`src/rtl/cpu_pkg.sv`:
```
// Shared definitions for the write-back destination path: destination
// selector codes, the hard-wired zero register and the in-flight entry layout.
package cpu_pkg;

   localparam logic [1:0] DST_RD   = 2'b00;
   localparam logic [1:0] DST_RT   = 2'b01;
   localparam logic [1:0] DST_LINK = 2'b10;
   localparam logic [1:0] DST_NONE = 2'b11;

   localparam int REG_ZERO = 0;

   // Entry layout at the default register-file geometry (32 x 32-bit).
   localparam int ENTRY_ADDR_W = 5;
   localparam int ENTRY_DATA_W = 32;

   typedef struct packed {
      logic                    valid;
      logic [ENTRY_ADDR_W-1:0] addr;
      logic [ENTRY_DATA_W-1:0] data;
   } entry_t;

endpackage

```
`src/rtl/wb_fwd_match.sv`:
```
// DEPTH-way priority comparator: reports whether any valid in-flight entry
// targets rd_addr and returns the data of the youngest such entry (index 0).
module wb_fwd_match
   import cpu_pkg::*;
#(
   parameter int ADDR_W = 5,
   parameter int DATA_W = 32,
   parameter int DEPTH  = 3
) (
   input  logic [DEPTH-1:0]        ent_valid,
   input  logic [DEPTH*ADDR_W-1:0] ent_addr,
   input  logic [DEPTH*DATA_W-1:0] ent_data,
   input  logic [ADDR_W-1:0]       rd_addr,
   output logic                    hit,
   output logic [DATA_W-1:0]       fwd_data
);

   always_comb begin
      hit      = 1'b0;
      fwd_data = '0;
      if (rd_addr != ADDR_W'(REG_ZERO)) begin
         // Walk oldest to youngest so the youngest match overwrites last.
         for (int i = DEPTH - 1; i >= 0; i--) begin
            if (ent_valid[i] && (ent_addr[i*ADDR_W +: ADDR_W] == rd_addr)) begin
               hit      = 1'b1;
               fwd_data = ent_data[i*DATA_W +: DATA_W];
            end
         end
      end
   end

endmodule

```
`src/rtl/wb_dest_pipe.sv`:
```
// Write-back destination stage: resolves the destination register, carries it
// through DEPTH stages to the regfile port and exposes in-flight writes.
module wb_dest_pipe
   import cpu_pkg::*;
#(
   parameter int ADDR_W   = 5,
   parameter int DATA_W   = 32,
   parameter int DEPTH    = 3,
   parameter int LINK_REG = 31
) (
   input  logic              clk,
   input  logic              rst_n,
   input  logic              in_valid,
   input  logic [ADDR_W-1:0] in_rt,
   input  logic [ADDR_W-1:0] in_rd,
   input  logic [1:0]        in_dst_sel,
   input  logic [DATA_W-1:0] in_data,
   input  logic              stall,
   input  logic              flush,
   input  logic [ADDR_W-1:0] rd_a,
   input  logic [ADDR_W-1:0] rd_b,
   output logic              hazard_a,
   output logic              hazard_b,
   output logic [DATA_W-1:0] fwd_data_a,
   output logic [DATA_W-1:0] fwd_data_b,
   output logic              rf_we,
   output logic [ADDR_W-1:0] rf_waddr,
   output logic [DATA_W-1:0] rf_wdata
);

   // Internal stages sit in front of the rf_* register; DEPTH=1 has none,
   // so a single unused slot keeps the array legal.
   localparam int NI   = (DEPTH > 1) ? DEPTH - 1 : 1;
   localparam int LAST = NI - 1;

   typedef struct packed {
      logic              valid;
      logic [ADDR_W-1:0] addr;
      logic [DATA_W-1:0] data;
   } stage_t;

   stage_t stg_q [NI];
   stage_t stg_d [NI];
   stage_t issue;
   stage_t tail;

   logic              rf_we_d,    rf_we_q;
   logic [ADDR_W-1:0] rf_waddr_d, rf_waddr_q;
   logic [DATA_W-1:0] rf_wdata_d, rf_wdata_q;
   logic [ADDR_W-1:0] dec_addr;

   always_comb begin
      case (in_dst_sel)
         DST_RD:   dec_addr = in_rd;
         DST_RT:   dec_addr = in_rt;
         DST_LINK: dec_addr = ADDR_W'(LINK_REG);
         default:  dec_addr = '0;
      endcase
      issue.valid = in_valid && (in_dst_sel != DST_NONE) &&
                    (dec_addr != ADDR_W'(REG_ZERO));
      issue.addr  = dec_addr;
      issue.data  = in_data;
   end

   always_comb begin
      for (int i = 0; i < NI; i++) stg_d[i] = stg_q[i];
      rf_we_d    = 1'b0;
      rf_waddr_d = rf_waddr_q;
      rf_wdata_d = rf_wdata_q;
      tail       = (DEPTH > 1) ? stg_q[LAST] : issue;
      if (flush) begin
         for (int i = 0; i < NI; i++) stg_d[i].valid = 1'b0;
      end else if (!stall) begin
         rf_we_d = tail.valid;
         if (tail.valid) begin
            rf_waddr_d = tail.addr;
            rf_wdata_d = tail.data;
         end
         for (int i = NI - 1; i > 0; i--) stg_d[i] = stg_q[i-1];
         stg_d[0] = issue;
      end
   end

   always_ff @(posedge clk or negedge rst_n) begin
      if (!rst_n) begin
         for (int i = 0; i < NI; i++) stg_q[i] <= '0;
         rf_we_q    <= 1'b0;
         rf_waddr_q <= '0;
         rf_wdata_q <= '0;
      end else begin
         for (int i = 0; i < NI; i++) stg_q[i] <= stg_d[i];
         rf_we_q    <= rf_we_d;
         rf_waddr_q <= rf_waddr_d;
         rf_wdata_q <= rf_wdata_d;
      end
   end

   assign rf_we    = rf_we_q;
   assign rf_waddr = rf_waddr_q;
   assign rf_wdata = rf_wdata_q;

   // Scoreboard view: index 0 is the youngest stage, DEPTH-1 the rf_* register.
   logic [DEPTH-1:0]        m_valid;
   logic [DEPTH*ADDR_W-1:0] m_addr;
   logic [DEPTH*DATA_W-1:0] m_data;

   always_comb begin
      m_valid = '0;
      m_addr  = '0;
      m_data  = '0;
      for (int i = 0; i < DEPTH - 1; i++) begin
         m_valid[i]                  = stg_q[i].valid;
         m_addr[i*ADDR_W +: ADDR_W]  = stg_q[i].addr;
         m_data[i*DATA_W +: DATA_W]  = stg_q[i].data;
      end
      m_valid[DEPTH-1]                     = rf_we_q;
      m_addr[(DEPTH-1)*ADDR_W +: ADDR_W]   = rf_waddr_q;
      m_data[(DEPTH-1)*DATA_W +: DATA_W]   = rf_wdata_q;
   end

   wb_fwd_match #(.ADDR_W(ADDR_W), .DATA_W(DATA_W), .DEPTH(DEPTH)) u_match_a (
      .ent_valid (m_valid),
      .ent_addr  (m_addr),
      .ent_data  (m_data),
      .rd_addr   (rd_a),
      .hit       (hazard_a),
      .fwd_data  (fwd_data_a)
   );

   wb_fwd_match #(.ADDR_W(ADDR_W), .DATA_W(DATA_W), .DEPTH(DEPTH)) u_match_b (
      .ent_valid (m_valid),
      .ent_addr  (m_addr),
      .ent_data  (m_data),
      .rd_addr   (rd_b),
      .hit       (hazard_b),
      .fwd_data  (fwd_data_b)
   );

endmodule
```
`config.mk`:
```
export PLATFORM = sky130hd
export DESIGN_NAME = wb_dest_pipe
export DESIGN_NICKNAME = d
export VERILOG_FILES = /design/src/rtl/cpu_pkg.sv /design/src/rtl/wb_fwd_match.sv /design/src/rtl/wb_dest_pipe.sv
export SDC_FILE = /design/constraint.sdc
export NUM_CORES = 1
export LEC_CHECK = 0
export BUFFER_PORTS_ARGS = -buffer_cell sky130_fd_sc_hd__clkbuf_2
export CAP_MARGIN = 20
export CORE_MARGIN = 2
export CORE_UTILIZATION = 30
export DETAILED_ROUTE_END_ITERATION = 10
export GPL_TIMING_DRIVEN = 0
export PLACE_DENSITY = 0.49
export SYNTH_ARGS = -nofsm -noshare
export SYNTH_HDL_FRONTEND = slang
export SYNTH_SLANG_ARGS = --single-unit
```
`constraint.sdc`:
```
create_clock -name clk -period 2.8 [get_ports clk]
set_input_delay 0.56 -clock clk [delete_from_list [all_inputs] [get_ports clk]]
set_output_delay 0.56 -clock clk [all_outputs]
set_load 0.1 [all_outputs]
```
After elaboration in Yosys (flattened, before gate mapping)
Index checks and enable logic that the tools add are counted.
{ "op_classes": {"n_eq_ne": 10, "muxes": 22, "bitwise": 2, "reduce_logical": 14} }
{ "ops": {"columns": ["operator", "n"], "rows": [
  ["two-way mux 32 bit", 8],
  ["two-way mux 76 bit", 1],
  ["equality test 5 bit", 6],
  ["one-hot mux 5 bit (3 select lines)", 1],
  ["nonzero test 5 bit", 3],
  ["two-way mux 1 bit", 12],
  ["logical AND 1 bit", 8],
  ["AND reduction 3 bit", 1],
  ["equality test 2 x 1 -> 1 bit, second input constant", 1],
  ["equality test 2 bit, second input constant", 1],
  ["logical NOT 2 bit", 1],
  ["inequality test 2 x 1 -> 1 bit, second input constant", 1],
  ["inequality test 2 bit, second input constant", 1],
  ["inverter 1 bit", 2],
  ["AND reduction 2 bit", 1]
]} }
{ "totals": {"ff_bits": 114, "in_bits": 59, "output_inout_bits": 104, "word_cells": 57} }

Logic depth before layout (Yosys ltp)
{ "logic_depth": {"word_depth": 6, "mapped_depth": 8} }

By module
A second synthesis with hierarchy kept.
{ "unflattened": {"hier_cells": 745, "hier_area_um2": 6652.6} }
{ "by_module_without_submodules": {"columns": ["mod", "n_inst", "cells_each", "area_per_inst_um2", "seq_area_each_um2"], "rows": [
  ["wb_dest_pipe", 1, 457, 4723.3, 2852.7],
  ["wb_fwd_match", 2, 144, 964.7, 0.0]
]} }

Worst setup path before layout
No wires, ideal clock.
{ "synth_path": {"kind": "input -> output", "start": "input rd_a[0]", "end": "output fwd_data_a[10]", "arrival_ps": 3073, "t_required_ps": 2240, "setup_slack_ps": -833, "stages": 8, "n_path_buf": 3, "path_cell_list": "buf_2 > xor2_1 > nor4_1 > and3_1 > buf_6 > o221ai_4 > buf_6 > o2bb2ai_1"} }
{ "synth_between": {"elab_chain_len": 6, "word_cells_on_any_way": 11} }
{ "synth_lines": {"columns": ["element", "line", "source"], "rows": [
  ["from (decl)", "wb_dest_pipe.sv:20", "input logic [ADDR_W-1:0] rd_a,"],
  ["equality test 5 bit", "wb_fwd_match.sv:24", "if (ent_valid[i] && (ent_addr[i*ADDR_W +: ADDR_W] == rd_addr)) begin"],
  ["logical AND 1 bit", "wb_fwd_match.sv:24", null],
  ["two-way mux 32 bit (3 in series)", "wb_fwd_match.sv:24", null],
  ["two-way mux 32 bit *", "wb_fwd_match.sv:21", "if (rd_addr != ADDR_W'(REG_ZERO)) begin"],
  ["to (decl)", "wb_dest_pipe.sv:24", "output logic [DATA_W-1:0] fwd_data_a,"]
]} }
Every way passes the cells marked *; elsewhere a longest branch is shown, timed or not.

Worst setup path in the final report
{ "layout_path": {"start": "register m_addr[9] (netlist name)", "end": "output fwd_data_b[27]"} }
{ "layout_between": {"elab_chain_len": 5} }
{ "layout_lines": {"columns": ["element", "line", "source"], "rows": [
  ["equality test 5 bit", "wb_fwd_match.sv:24", null],
  ["logical AND 1 bit", "wb_fwd_match.sv:24", null],
  ["two-way mux 32 bit (2 in series)", "wb_fwd_match.sv:24", null],
  ["two-way mux 32 bit", "wb_fwd_match.sv:21", null],
  ["to (decl)", "wb_dest_pipe.sv:25", "output logic [DATA_W-1:0] fwd_data_b,"]
]} }
Every way passes these cells.

==> results.txt <==
max cap viols -> 0
crit end category -> output port
fill count -> 1810
synthesized area -> 6630 µm²
final setup vio count -> 65
Final #Nets -> 944
EDFF count, synth -> 0
Final Critical Period -> 3.09 ns
clk root buf -> clkbuf_16
Post-Synth Adder-Cell Area -> 0%
most frequent cells in the layout -> 214 x nand2_1, 108 x dfrtp_1, 93 x clkbuf_2
Tcrit/Tclk final -> 110%
vias in the first global route -> 5824
register area share after synthesis -> 43.0%
startpoint types -> flip-flop
CP top delay family -> buffers and inverters
synth warn -> 0
wl on met1 -> 10.2 mm
die area -> 23300 µm²
metal2 WL -> 11.2 mm
share of cells above drive strength 1 -> 53.0%
Peak VDD IR -> 0.000328 V
Syn Nets -> 717
synth unique cells -> 31
Worst Setup Path Type -> reg2out
commonest non-fill, non-tap cell in the layout -> nand2_1
H-tree Lvls -> 4
DP Wirelength -> 13.9 mm
Async S/R FF share, synth -> 100%
Ports -> 163
simple-gate share of the synthesized area -> 14.8%
Post-Syn Area per Cell -> 10.1 µm²
total power -> 6.21 mW
Inserted Clock Buffers -> 17
post-layout util -> 55.9%
Core Box Area -> 21800 µm²
WHS Path Cells -> 3
Worst Min Path Start -> in_data[3]
mean number of vias per cell -> 4.75
Starting DRT DRC Count -> 265
worst min-delay path class -> in2reg
worst path buffer plus inverter count -> 5
Crit path required time -> 2.24 ns
Starting Density -> 30.5%
grt ovf -> 0
Pwr Density -> 511 nW/µm²
FF-to-FF setup slack -> 1.10 ns
largest buffer count on any clock path -> 2
Avg WL per Cell -> 19.2 µm
Routed Wire Length -> 22.7 mm
Setup WS post-layout -> -0.287 ns
DR DRC count -> 0
hold slack -> 0.327 ns
Chip Height -> 153 µm
Setup TNS -> -15.32 ns
CTS tree -> built
clk slew on worst S/H paths -> 0.05 ns
Inserted Diodes -> 0
Placed Cells -> 1099
Met3 Wirelength -> 783 µm
worst r2r path cells -> 4
RSZ-0062 raised after global routing -> true
Skew-Pair Late Insertion Delay -> 0.42 ns
Max stage delay on crit path -> 0.40 ns
Synth Register Bits -> 114
top_reg_cell synth -> dfrtp_1
reg-to-reg endpoint -> rf_wdata[19]$_DFFE_PN0P_
global placement routability congestion -> 0.768
first-pass GRT wire length -> 34.2 mm
Crit Path Max Fanout -> 6
status -> finished with violations
Crit path arrival time -> 2.53 ns
failing checks -> negative setup slack
compound-gate portion of the synthesized area -> 13.6%
r2r startpoint -> m_valid[1]$_DFFE_PN0P_
Final Instance Count excl. Fillers -> 1178
final hold vios -> 0
Cells after Synth -> 658
vias -> 5590
CP max-delay cell -> dfrtp_1
Slew Viols, Final -> 0
clock sink total -> 114
largest net degree at the start of global routing -> 106
Slew Limit Headroom -> 56.1%
main combinational cell family by area after synthesis -> multiplexers
dpl cell area -> 8450 µm²
Die X -> 153 µm
Top Layer Used -> met4
GRT Util Overall -> 19.0%
post-route cell area -> 12200 µm²
number of antenna violations at the first check in global routing -> 0
hold endpoint -> m_data[3]$_DFFE_PN0P_
Antenna Nets Post-Route -> 0
Worst Skew -> 0.00707 ns
crit-path cells -> buf_4 > xor2_1 > nor4_2 > and3_1 > buf_6 > o221ai_4 > buf_4 > buf_12 > o2bb2ai_4 > clkbuf_16
P_leak -> 5.19 nW
pre-CTS WS -> -0.669 ns
Row Count -> 54
I/O Buffers -> 160
Critical Path Most Common Cell -> buf_4
Worst-Margin Slew -> 0.658 ns
Peak Freq -> 324 MHz
mux cell area share after synthesis -> 16.1%
area growth from synthesis to layout -> 83.3%
drt pass-1 iters -> 6
XOR/XNOR Fraction of Synth Area -> 3.96%
==> worst register-to-register path: cells and delay by family (launching register included) <==
| family | cells | cell delay, ns |
|---|---|---|
| buffers and inverters | 2 | 0.64 |
| DFF | 1 | 0.40 |
| and+or+nand+nor | 1 | 0.15 |
| muxes | 1 | 0.39 |
==> cell families (layout without fill, tap and decap cells) <==
group	count (synthesis)	after routing
flops	114	114
compound gates	85	85
mux	102	102
xor+xnor	30	30
simple gates	243	243
buf+inv	84	324
==> sequential cells by signal, summed over array words and instances, names as in the netlist <==
register  cells
m_addr       10
rf_we         1
rf_waddr      5
rf_wdata     32
m_data       64
m_valid       2
==> per-layer routing <==
| metal | up-vias | track usage [%] |
|---|---|---|
| li1 | 2681 | - |
| met1 | 2743 | 25.1 |
| met2 | 137 | 31.3 |
| met3 | 29 | 3.61 |
| met4 | 0 | 6.31 |
| met5 | - | 0 |
==> timing repair <==
action                     4_1_cts  5_1_grt
setup buffers                   25        9
hold endpoints to repair         9        0
hold buffers                     1        0
pin swaps                       40       26
cloned                           6        8
gates resized for setup        324       71
setup endpoints to repair       66       66
==> final cells by class <==
class,instances,area (µm²),share of cell area (%)
Buffer,79,792,6.52
Clock buffer,23,488,4.02
Clock inverter,9,128,1.05
Inverter,5,18.8,0.154
Multi-Input combinational cell,460,4670,38.4
Sequential cell,114,2860,23.5
Tap cell,280,350,2.88
Timing Repair Buffer,208,2850,23.4
==> synthesized netlist by cell type, types with 7 or more instances <==
cell / instances / area, µm²
buf_2: 12 / 60.1
buf_4: 40 / 300
buf_6: 11 / 124
clkbuf_1: 15 / 56.3
dfrtp_1: 114 / 2850
mux2_2: 37 / 417
mux2i_1: 65 / 651
nand2_1: 214 / 803
nor2_1: 7 / 26.3
o21ai_0: 12 / 60.1
o2bb2ai_1: 34 / 298
o2bb2ai_2: 30 / 450
xor2_1: 24 / 210
==> worst max-delay path by stage <==
stage                          start  cells after the start                     to
2_1_floorplan                rd_a[0]                      8         fwd_data_a[10]
3_3_place_gp                   rst_n                      1  m_data[6]$_DFFE_PN0P_
3_5_place_dp                 rd_b[3]                      8         fwd_data_b[16]
4_1_cts        m_addr[6]$_DFFE_PN0P_                      9         fwd_data_b[16]
5_1_grt        m_addr[5]$_DFFE_PN0P_                      9         fwd_data_b[27]
6_report       m_addr[9]$_DFFE_PN0P_                     10         fwd_data_b[27]
==> report_power, final <==
| group | internal (mW) | switching [mW] | total, mW |
|---|---|---|---|
| clock network | 1.49 | 0.793 | 2.28 |
| logic | 0.550 | 1.08 | 1.63 |
| registers | 1.89 | 0.410 | 2.30 |
| total | 3.92 | 2.28 | 6.21 |
Note: power is estimated with default switching activity, not from simulation.
